<file path="src/rtl/usb_rx_pkg.sv">
// usb_rx_pkg: shared receive-path types and constants
package usb_rx_pkg;
  typedef enum logic [2:0] {IDLE, SYNC, DATA, ERR, DONE} rcv_state_t;
  localparam logic [7:0] SYNC_PATTERN = 8'h80;
  localparam int STUFF_LIMIT = 6;
  localparam int DEF_MAX_BYTES = 64;
endpackage

</file>
<file path="src/rtl/rx_unstuffer.sv">
// rx_unstuffer: counts consecutive ones and flags the stuff bit that follows six of them
module rx_unstuffer
  import usb_rx_pkg::*;
(
  input  logic clk,
  input  logic rst,
  input  logic load,
  input  logic en,
  input  logic bit_in,
  output logic bit_keep,
  output logic stuff_err,
  output logic stuff_pend
);
  logic [2:0] ones_cnt;
  assign stuff_pend = ones_cnt == 3'(STUFF_LIMIT);
  assign bit_keep = en && !stuff_pend;
  assign stuff_err = en && stuff_pend && bit_in;
  // load primes the run with the final SYNC one; a stuff bit or a zero restarts the run
  always_ff @(posedge clk or posedge rst)
    if (rst) ones_cnt <= '0;
    else if (load) ones_cnt <= 3'd1;
    else if (en) ones_cnt <= (bit_in && !stuff_pend) ? ones_cnt + 3'd1 : '0;
endmodule

</file>
<file path="src/rtl/rcv_controller.sv">
// rcv_controller: USB full-speed receive sequencer from decoded bits to FIFO bytes
module rcv_controller
  import usb_rx_pkg::*;
#(
  parameter int MAX_BYTES = DEF_MAX_BYTES,
  parameter int BCNT_W = $clog2(MAX_BYTES + 1)
) (
  input  logic              clk,
  input  logic              rst,
  input  logic              sample_en,
  input  logic              dp_in,
  input  logic              dm_in,
  input  logic              d_orig,
  input  logic              dec_error,
  input  logic              end_packet,
  input  logic              fifo_full,
  output logic              dec_restart,
  output logic              w_enable,
  output logic [7:0]        rcv_data,
  output logic              rcving,
  output logic              packet_done,
  output logic              r_error,
  output logic [BCNT_W-1:0] byte_cnt
);
  rcv_state_t state;
  logic bit_valid;
  logic [7:0] shift, sh_n;
  logic [2:0] bit_cnt;
  logic bit_keep, stuff_err, stuff_pend;
  logic sync_ok, last, wr_ok, wr_fail, eop_ok, bad;

  rx_unstuffer u_unstuff (
    .clk        (clk),
    .rst        (rst),
    .load       (sync_ok),
    .en         (state == DATA && bit_valid),
    .bit_in     (d_orig),
    .bit_keep   (bit_keep),
    .stuff_err  (stuff_err),
    .stuff_pend (stuff_pend)
  );

  // byte completion and EOP checks account for a bit consumed in the same cycle
  always_comb begin
    sh_n = {d_orig, shift[7:1]};
    sync_ok = state == SYNC && bit_valid && bit_cnt == 3'd7 && sh_n == SYNC_PATTERN;
    last = bit_keep && bit_cnt == 3'd7;
    wr_ok = last && !fifo_full && byte_cnt != BCNT_W'(MAX_BYTES);
    wr_fail = last && !wr_ok;
    eop_ok = (bit_keep ? bit_cnt == 3'd7 : bit_cnt == 3'd0) && (!stuff_pend || bit_valid)
             && (byte_cnt != '0 || wr_ok);
    bad = dec_error || stuff_err || wr_fail || (end_packet && !eop_ok);
  end

  // packet sequencer; a completing byte is always written before an EOP is judged
  always_ff @(posedge clk or posedge rst)
    if (rst) begin
      state <= IDLE;
      bit_valid <= 1'b0;
      shift <= '0;
      bit_cnt <= '0;
      dec_restart <= 1'b0;
      w_enable <= 1'b0;
      rcv_data <= '0;
      rcving <= 1'b0;
      packet_done <= 1'b0;
      r_error <= 1'b0;
      byte_cnt <= '0;
    end else begin
      bit_valid <= sample_en && (dp_in != dm_in);
      w_enable <= 1'b0;
      dec_restart <= 1'b0;
      packet_done <= 1'b0;
      case (state)
        IDLE: if (bit_valid && !d_orig) begin
          shift <= '0;
          bit_cnt <= 3'd1;
          state <= SYNC;
          rcving <= 1'b1;
          r_error <= 1'b0;
          byte_cnt <= '0;
        end
        SYNC: if (dec_error) begin
          r_error <= 1'b1;
          state <= ERR;
        end else if (end_packet) begin
          r_error <= 1'b1;
          state <= DONE;
        end else if (bit_valid) begin
          shift <= sh_n;
          bit_cnt <= bit_cnt + 3'd1;
          if (bit_cnt == 3'd7) begin
            state <= sync_ok ? DATA : IDLE;
            dec_restart <= !sync_ok;
            rcving <= sync_ok;
          end
        end
        DATA: begin
          if (bit_keep) begin
            shift <= sh_n;
            bit_cnt <= bit_cnt + 3'd1;
          end
          if (wr_ok) begin
            w_enable <= 1'b1;
            rcv_data <= sh_n;
            byte_cnt <= byte_cnt + BCNT_W'(1);
          end
          if (bad) r_error <= 1'b1;
          if (end_packet && !dec_error) begin
            packet_done <= !bad;
            state <= DONE;
          end else if (bad) state <= ERR;
        end
        ERR: if (end_packet) state <= DONE;
        DONE: begin
          dec_restart <= 1'b1;
          rcving <= 1'b0;
          state <= IDLE;
        end
        default: state <= IDLE;
      endcase
    end
endmodule
</file>
<file path="config.mk">
export PLATFORM = sky130hd
export DESIGN_NAME = rcv_controller
export DESIGN_NICKNAME = d
export VERILOG_FILES = /design/src/rtl/usb_rx_pkg.sv /design/src/rtl/rx_unstuffer.sv /design/src/rtl/rcv_controller.sv
export SDC_FILE = /design/constraint.sdc
export NUM_CORES = 1
export LEC_CHECK = 0
export BUFFER_PORTS_ARGS = -buffer_cell sky130_fd_sc_hd__buf_2
export CAP_MARGIN = 15
export CORE_UTILIZATION = 56
export CTS_CLUSTER_SIZE = 16
export DETAILED_ROUTE_END_ITERATION = 16
export GPL_TIMING_DRIVEN = 0
export PLACE_DENSITY = 0.79
export SETUP_SLACK_MARGIN = 0.4
export SLEW_MARGIN = 20
export SYNTH_ARGS = -nofsm -noshare
export SYNTH_HDL_FRONTEND = slang
export SYNTH_HIERARCHICAL = 1
export SYNTH_SLANG_ARGS = --single-unit
</file>
<file path="constraint.sdc">
create_clock -name clk -period 3.3 [get_ports clk]
set_input_delay 0.66 -clock clk [delete_from_list [all_inputs] [get_ports clk]]
set_output_delay 0.66 -clock clk [all_outputs]
set_load 0.005 [all_outputs]
</file>
==> results of run 1 <==
-- final timing paths --
kind	end	slack, ns	cells past startpoint
setup / recovery	rcv_data[3]$_DFFE_PP0P_	0.56	9
min in group clk	rcv_data[6]$_DFFE_PP0P_	0.49	1
hold / removal	u_unstuff/ones_cnt[0]$_DFFE_PP0P_	0.18	2
max in group asynchronous	state[1]$_DFFE_PP0P_	2.45	2
hold reg to reg	rcv_data[6]$_DFFE_PP0P_	0.49	1
setup reg to reg	rcv_data[3]$_DFFE_PP0P_	0.56	9
-- cell families after synthesis --
group	count (synthesis)	share of synthesized area, %
AND/OR/NAND/NOR	65	19.3
XOR/XNOR	1	0.440
AO/OA/AOI/OAI	39	13.0
buffers and inverters	27	5.60
multiplexers	20	10.7
adder cells (fa/ha/maj)	7	4.40
flip-flops	37	46.5
-- critical path, stage by stage (launching register included) --
cell and delay, ns:
dfrtp_1 0.40, clkbuf_1 0.21, nor2_1 0.29, and3_1 0.28
inv_1 0.12, nor2_2 0.25, nand3b_1 0.18, a311oi_4 0.33
buf_4 0.22, mux2_2 0.33
-- Yosys cell counts, types with 2 or more instances --
cell type	instances	area share, %
mux2_2	9	5.1
nand3_1	4	1.0
a2111oi_0	2	0.88
o21a_1	3	1.1
a41oi_1	2	0.88
and2_1	3	0.94
nand4_1	4	1.3
nor4bb_1	2	1.0
and3_1	4	1.3
nand4b_1	2	0.88
o21ai_0	7	1.8
dfrtp_1	37	47
nand2b_1	5	1.6
nand3b_1	2	0.75
a21oi_1	15	3.8
ha_1	7	4.4
nor2_1	5	0.94
clkbuf_1	5	0.94
buf_2	2	0.50
a31oi_1	2	0.63
nor4_1	2	0.63
inv_1	19	3.6
nand2_1	16	3.0
nor2b_1	6	1.9
mux2i_1	10	5.0
nor3b_1	2	0.75
-- cell type report --
| class | count | area [um2] | share of cell area (%) |
|---|---|---|---|
| tap | 46 | 57.6 | 2.55 |
| clock inverter | 2 | 15.0 | 0.664 |
| clock buffer | 6 | 41.3 | 1.83 |
| timing repair buffer | 30 | 155 | 6.86 |
| multi-input combinational | 132 | 955 | 42.2 |
| inverter | 19 | 71.3 | 3.15 |
| sequential | 37 | 926 | 41.0 |
| buffer | 8 | 40.0 | 1.77 |
-- timing repair --
action	in CTS	in global routing
cloned	0	0
hold buffers	0	0
endpoints found under the setup margin	9	17
pin swaps	1	0
gates resized for setup	0	1
setup buffers	2	0
-- cells in the final DEF, fill, tap and decap left out, types with 2 or more instances in the layout --
master and instances:
and3_1 4, a21oi_1 15, buf_4 2, nor3b_1 2, nor2b_1 6, nor2_1 4, o21a_1 3, nand4_1 4
a31oi_1 2, mux2_2 9, buf_2 30, nand3_1 4, inv_1 18, clkbuf_4 5, mux2i_1 10, a41oi_1 2
dfrtp_1 37, nor4bb_1 2, nand3b_1 2, a2111oi_0 2, nand2b_1 5, clkinvlp_4 2, o21ai_0 7, nand4b_1 2
nand2_1 16, nor4_1 2, clkbuf_1 6, ha_1 7, and2_1 3
-- power breakdown --
part	switching [mW]	internal [mW]	leakage (nW)
Sequential	0.0911	0.560	0.494
Clock	0.152	0.0832	0.0245
Combinational	0.279	0.215	0.582
-- through the flow --
stage	std cells	util, %
6_report	280	67.2
5_1_grt	280	67.2
4_1_cts	280	67.2
3_5_place_dp	270	65.0
3_3_place_gp	270	65.0
2_1_floorplan	196	-
-- routing by layer --
metal | vias to the layer above | part of all wire [%] | wire [um] | GRT usage (%)
met5 | - | 0 | 0 | 0
met4 | 0 | 1.9 | 71 | 11.4
met3 | 9 | 4.8 | 180 | 3.99
met2 | 49 | 47 | 1780 | 36.1
met1 | 727 | 46 | 1740 | 29.4
li1 | 759 | - | - | -
-- flip-flops by register name, indices dropped and copies added, names as in the netlist --
name and cells:
r_error 1, w_enable 1, bit_valid 1, state 3, byte_cnt 7, dec_restart 1, bit_cnt 3, u_unstuff/ones_cnt 3
shift 7, packet_done 1, rcving 1, rcv_data 8
==> results.json, run 1 <==
{
  "outcome": "finished clean",
  "area_growth_pct": 13.6,
  "arrival_ns": 2.98,
  "dpl-instance-area_um2": 2190,
  "dp_worst_setup_slack_ns": 0.272,
  "die_w_um": 61.6,
  "path_max_fanout": 10,
  "cp_data_required_time_ns": 3.54,
  "end_kind": "register",
  "clockRootBuffer": "clkbuf_4",
  "cts_num_sinks": 37,
  "clkTransAtPathRegs_ns": 0.11,
  "drcViolationCount": 0,
  "grt_pass1_vias": 1344,
  "start_kind": "register",
  "drive_gt1_share_pct": 23.5,
  "nets": 249,
  "drtAntennaViolNets": 0,
  "drt_iter0_drc": 145,
  "core_area_um2": 3360,
  "clk_latency_ns": 0.35,
  "via_count": 1544,
  "n_fill_cell": 279,
  "synth_edf_count": 0,
  "crit_type": "register to register",
  "netlist_instances": 196,
  "min_period_over_period_pct": 83.1,
  "dp_hpwl_um": 2780,
  "worst_slack_ns": 0.559,
  "grtUsageTotal_pct": 22.6,
  "antennaDiodeCount": 0,
  "irDropWorstVdd_mv": 0.301,
  "skew_ns": 0.00938,
  "critPathLaunch": "state[2]$_DFFE_PP0P_",
  "final_area_um2": 2260,
  "setup_tns_ns": 0,
  "grt_pass1_wl_um": 6110,
  "synth_cell_type_count": 45,
  "synth_warnings": 6,
  "rows": 21,
  "power_density_nw_per_um2": 611,
  "vias_per_cell": 5.51,
  "syn_area_um2": 1990,
  "rsz0062_at_grt": "false",
  "fp.dieH_um": 61.6,
  "cts-buffers-inserted": 5,
  "r2r_start": "state[2]$_DFFE_PP0P_",
  "synth_fp_nets": 212,
  "drv_slew": 0,
  "numPortBuffers": 28,
  "leakagePower_nw": 1.10,
  "synthArstFlopShare_pct": 100,
  "setup_viol": 0,
  "ys_seq_elements": 37,
  "wirelength_um": 3780,
  "slew_headroom_pct": 54.2,
  "fmax_mhz": 365,
  "gp_congestion": 0.839,
  "grt_max_degree": 35,
  "hold_violations": 0,
  "max_cap_viol_count": 0,
  "post_drt_wl_per_cell_um": 13.5,
  "worstMarginPinSlew_ns": 0.686,
  "htree_num_levels": 2,
  "cts_buffer_depth": 2,
  "hold_ws_ns": 0.180,
  "power_mw": 1.38,
  "drtPass1Iterations": 4,
  "synth_flop_cell": "dfrtp_1",
  "antenna_found_initial": 0,
  "dieArea_um2": 3790,
  "avgSynthCellArea_um2": 10.2,
  "io-pin-count": 29,
  "cts_tree": "yes",
  "period_needed_ns": 2.74,
  "start_util_pct": 59.2,
  "ys_seq_area_share_pct": 46.5,
  "hold_path.class": "input port to asynchronous set/reset pin",
  "overflow": 0
}
Power figures use the tool's default switching activity.
==> run 2: changes to the inputs <==
CORE_UTILIZATION = 51   (was 56)
PLACE_DENSITY = 0.76   (was 0.79)
clock period = 2.46 ns   (was 3.3 ns; I/O delays follow)
==> run 2 against run 1 <==
  * Fmax up 27%
  * Highest routed layer unchanged
  * Routed wire length is 19% higher
  * Worst setup slack worse by 0.25 ns
==> results.json, run 2 (synthesized netlist as in run 1, its figures left out) <==
{
  "io-pin-count": 29,
  "cts-buffers-inserted": 5,
  "drtAntennaViolNets": 0,
  "crit_end": "rcv_data[1]$_DFFE_PP0P_",
  "grt_pass1_wl_um": 7000,
  "skew_ns": 0.00858,
  "dp_hpwl_um": 2760,
  "path_cells": "clkbuf_8 > nor2_4 > and3_4 > inv_4 > nor2_4 > nand3b_1 > a311oi_4 > buf_6 > mux2_4",
  "leakagePower_nw": 1.24,
  "end_kind": "register",
  "drcViolationCount": 0,
  "drive_gt1_share_pct": 35.9,
  "arrival_ns": 2.33,
  "wl_met3_um": 245,
  "worst_slack_ns": 0.307,
  "largest_reg_flops": 8,
  "numPortBuffers": 28,
  "clkTransAtPathRegs_ns": 0.08,
  "antenna_found_initial": 0,
  "dp_worst_setup_slack_ns": -0.0328,
  "cpMostUsedCell": "nor2_4",
  "hold_path.class": "input port to asynchronous set/reset pin",
  "drv_slew": 0,
  "power_density_nw_per_um2": 867,
  "grt_pass1_vias": 1499,
  "max_cap_viol_count": 0,
  "post_drt_wl_per_cell_um": 15.1,
  "routed.top_layer": "met4",
  "fmax_mhz": 464,
  "antennaDiodeCount": 0,
  "cts_hold_buffers": 0,
  "r2r_cells": 9,
  "n_fill_cell": 281,
  "period_needed_ns": 2.15,
  "slowest_delay_ns": 0.39,
  "gp_congestion": 0.806,
  "area_growth_pct": 30.4,
  "met2WireLength_um": 2200,
  "setup_viol": 0,
  "reg2reg_slack_ns": 0.31,
  "rows": 22,
  "start_kind": "register",
  "nets": 263,
  "slew_headroom_pct": 52.0,
  "power_mw": 2.25,
  "htree_num_levels": 2,
  "via_count": 1666,
  "worstMarginPinSlew_ns": 0.719,
  "fp.dieH_um": 64.5,
  "drtPass1Iterations": 4,
  "final_common_cell": "dfrtp_1",
  "grt_max_degree": 35,
  "irDropWorstVdd_mv": 0.509,
  "reg_top3": "rcv_data: 8 flops, byte_cnt: 7 flops, shift: 7 flops",
  "cts_buffer_depth": 2,
  "top_register": "rcv_data",
  "die_w_um": 64.5,
  "grtUsageTotal_pct": 22.1,
  "hold_violations": 0,
  "crit_type": "register to register",
  "core_area_um2": 3690,
  "clk_latency_ns": 0.29,
  "outcome": "finished clean",
  "r2r_start": "state[0]$_DFFE_PP0P_",
  "clockRootBuffer": "clkbuf_8",
  "cts_tree": "yes",
  "met1Wirelength_um": 1990,
  "wirelength_um": 4480,
  "cts_num_sinks": 37,
  "min_period_over_period_pct": 87.5,
  "rsz0062_at_grt": "true",
  "path_max_fanout": 5,
  "dieArea_um2": 4150,
  "slowest_stage": "dfrtp_1",
  "overflow": 0,
  "start_util_pct": 53.9,
  "rr_endpoint": "rcv_data[1]$_DFFE_PP0P_",
  "cp_data_required_time_ns": 2.64,
  "vias_per_cell": 5.63,
  "final_cell_mix": "37 x dfrtp_1, 29 x buf_2, 17 x inv_1, 16 x nand2_1, 12 x buf_4",
  "drt_iter0_drc": 141,
  "critPathLaunch": "state[0]$_DFFE_PP0P_"
}
run 2: cell types whose count changed in the layout (fill, tap and decap cells not counted), sizes merged:
cell / before / now
clkbuf: 11 / 10
clkinvlp: 2 / 1
clkinv: 0 / 1
buf: 33 / 47
bufinv: 0 / 1
run 2: metal layers:
| layer | up-vias | global-route usage, % |
|---|---|---|
| met4 | 0 | 5.00 |
| met1 | 823 | 29.3 |
| met2 | 50 | 36.2 |
| met3 | 7 | 5.99 |
| met5 | - | 0 |
| li1 | 786 | - |
run 2: where the power goes:
part	internal, mW	switching (mW)	leakage (nW)
Sequential	0.752	0.126	0.494
Clock	0.303	0.223	0.0543
Combinational	0.408	0.435	0.694
Total	1.46	0.785	1.24
run 2: critical path: cells and delay by family (launching register included):
kind,cells,cell delay (ns)
flip-flops,1,0.39
buffers and inverters,3,0.38
AO/OA/AOI/OAI,1,0.37
AND/OR/NAND/NOR,4,0.58
multiplexers,1,0.31
run 2: stage by stage:
stage	hold WS [ns]	instances	util, %	cell area [um2]	TNS (ns)
2_1_floorplan	0.246	196	-	2030	0
3_3_place_gp	0.372	272	60.5	2230	-0.0585
3_5_place_dp	0.377	272	60.5	2230	-0.0630
4_1_cts	0.0656	289	66.7	2460	0
5_1_grt	0.0813	296	70.3	2590	0
6_report	0.0771	296	70.3	2590	0
run 2: timing repair:
item	4_1_cts	5_1_grt
gates cloned	0	1
gates resized for setup	13	19
endpoints found under the setup margin	28	19
pin swaps	3	8
setup buffers	9	6
run 2: how the worst min path moves through the flow:
stage          slack (ns)                                end  depth (start not counted)
2_1_floorplan        0.25  u_unstuff/ones_cnt[0]$_DFFE_PP0P_                          1
3_3_place_gp         0.37  u_unstuff/ones_cnt[2]$_DFFE_PP0P_                          2
3_5_place_dp         0.38  u_unstuff/ones_cnt[2]$_DFFE_PP0P_                          2
4_1_cts              0.07  u_unstuff/ones_cnt[2]$_DFFE_PP0P_                          2
5_1_grt              0.08  u_unstuff/ones_cnt[0]$_DFFE_PP0P_                          2
6_report             0.08  u_unstuff/ones_cnt[2]$_DFFE_PP0P_                          2
run 2: final cells by class:
class	instances	area [um2]	share of cell area, %
multi-input cells	132	1060	41.1
flip-flops and latches	37	926	35.7
repair buffers	44	284	11.0
inverters	19	73.8	2.85
plain buffers	8	70.1	2.70
clock buffers	5	68.8	2.65
well taps	48	60.1	2.32
clock inverters	3	46.3	1.78
==> run 3: changes to the inputs <==
GPL_TIMING_DRIVEN = not set   (was 0)
PLACE_DENSITY = 0.75   (was 0.76)
==> run 3 against run 2 <==
  * Fmax is 7.4% higher
  * Via count is 4.1% lower
  * Sequential share of layout area is 2.0 points higher
  * First-iteration DRC count is 16% higher
  * Highest routed layer unchanged
  * Die area stayed put
  * Global-route usage is 1.1 points higher
  * Sequential power is 2.5% higher
==> results.json, run 3 (synthesized netlist as in run 1, its figures left out) <==
{
  "outcome": "finished clean",
  "cts_num_sinks": 37,
  "r2r_start": "state[0]$_DFFE_PP0P_",
  "drtPass1Iterations": 4,
  "skew_ns": 0.00886,
  "hold_violations": 0,
  "gp_congestion": 0.861,
  "rsz0062_at_grt": "true",
  "area_growth_pct": 23.8,
  "irDropWorstVdd_mv": 0.480,
  "final_cell_mix": "34 x dfrtp_1, 28 x buf_2, 17 x inv_1, 15 x nand2_1, 15 x a21oi_1",
  "htree_num_levels": 2,
  "end_kind": "register",
  "cts-buffers-inserted": 5,
  "vias_per_cell": 5.55,
  "wirelength_um": 4260,
  "dpl-instance-area_um2": 2230,
  "grt_pass1_vias": 1516,
  "arrival_ns": 2.18,
  "post_drt_wl_per_cell_um": 14.8,
  "clkTransAtPathRegs_ns": 0.07,
  "drcViolationCount": 0,
  "start_kind": "register",
  "power_mw": 2.10,
  "antenna_found_initial": 0,
  "clk_latency_ns": 0.29,
  "final_area_um2": 2460,
  "max_cap_viol_count": 0,
  "setup_viol": 0,
  "core_area_um2": 3690,
  "cts_tree": "yes",
  "numPortBuffers": 28,
  "path_max_fanout": 6,
  "min_period_over_period_pct": 81.5,
  "overflow": 0,
  "hold_ws_ns": 0.0612,
  "reg_top3": "rcv_data: 8 flops, byte_cnt: 7 flops, shift: 7 flops",
  "largest_reg_flops": 8,
  "antennaDiodeCount": 0,
  "worstMarginPinSlew_ns": 0.619,
  "nets": 255,
  "period_needed_ns": 2.01,
  "rows": 22,
  "crit_type": "register to register",
  "clockRootBuffer": "clkbuf_8",
  "leakagePower_nw": 1.19,
  "setup_tns_ns": 0,
  "finish.utilization_pct": 66.8,
  "cp_data_required_time_ns": 2.64,
  "via_count": 1597,
  "hold_path.class": "input port to asynchronous set/reset pin",
  "grtUsageTotal_pct": 23.2,
  "drv_slew": 0,
  "drtAntennaViolNets": 0,
  "die_w_um": 64.5,
  "cts_hold_buffers": 0,
  "final_common_cell": "dfrtp_1",
  "grt_max_degree": 22,
  "drt_iter0_drc": 163,
  "grt_pass1_wl_um": 7200,
  "cts_buffer_depth": 2,
  "drive_gt1_share_pct": 34.2,
  "dp_hpwl_um": 2910,
  "power_density_nw_per_um2": 854,
  "critPathLaunch": "state[0]$_DFFE_PP0P_",
  "io-pin-count": 29,
  "dieArea_um2": 4150,
  "fp.dieH_um": 64.5,
  "fmax_mhz": 499,
  "top_register": "rcv_data",
  "start_util_pct": 53.9,
  "slew_headroom_pct": 58.3
}
-- run 3: cell types whose count changed in the layout (fill, tap and decap cells not counted), sizes merged --
cell	change
clkbuf	-5
buf	-3
bufinv	-1
clkinv	+1
-- run 3: where the power goes --
group / internal, mW / switching (mW)
Combinational: 0.380 / 0.407
Clock: 0.195 / 0.222
Sequential: 0.756 / 0.144
Total: 1.33 / 0.773
-- run 3: cell type report --
type / count / area [um2]
clock buffers: 5 / 68.8
fillers: 294 / 1220
clock inverters: 3 / 17.5
flip-flops and latches: 37 / 930
inverters: 19 / 73.8
repair buffers: 44 / 284
well taps: 48 / 60.1
multi-input cells: 132 / 1030
-- run 3: through the flow --
stage / instances / setup slack, ns
global route: 288 / 0.358
detailed placement: 269 / 0.198
finish: 288 / 0.455
CTS: 287 / 0.421
floorplan: 196 / 0.325
global placement: 269 / 0.246
-- run 3: worst paths after layout --
check                                                          to  slack, ns  cells after the start
worst max register to register            rcv_data[3]$_DFFE_PP0P_       0.45                      5
max in group asynchronous                 rcv_data[3]$_DFFE_PP0P_       1.69                      3
worst min-delay path            u_unstuff/ones_cnt[2]$_DFFE_PP0P_       0.06                      2
worst max-delay path                      rcv_data[3]$_DFFE_PP0P_       0.45                      5
worst min register to register                 rcving$_DFFE_PP0P_       0.50                      1
min in group clk                              bit_valid$_DFF_PP0_       0.41                      2
-- run 3: per-layer routing --
layer | share of wire [%] | track usage (%) | vias to the layer above
li1 | - | - | 773
met1 | 45 | 31.1 | 780
met2 | 49 | 36.3 | 37
met3 | 4.7 | 6.34 | 7
met4 | 1.3 | 8.06 | 0
met5 | 0 | 0 | -
-- run 3: what timing repair did --
item                                    in CTS  in global routing
endpoints found under the setup margin      27                 26
pin swaps                                    3                  3
gates resized for setup                      8                 13
buffers inserted                            10                  1
-- run 3: critical path, cell delays in order (launching register included) --
cell,delay [ns]
dfrtp_2,0.44
buf_4,0.15
or3b_4,0.45
a311oi_4,0.33
buf_6,0.18
mux2_2,0.33
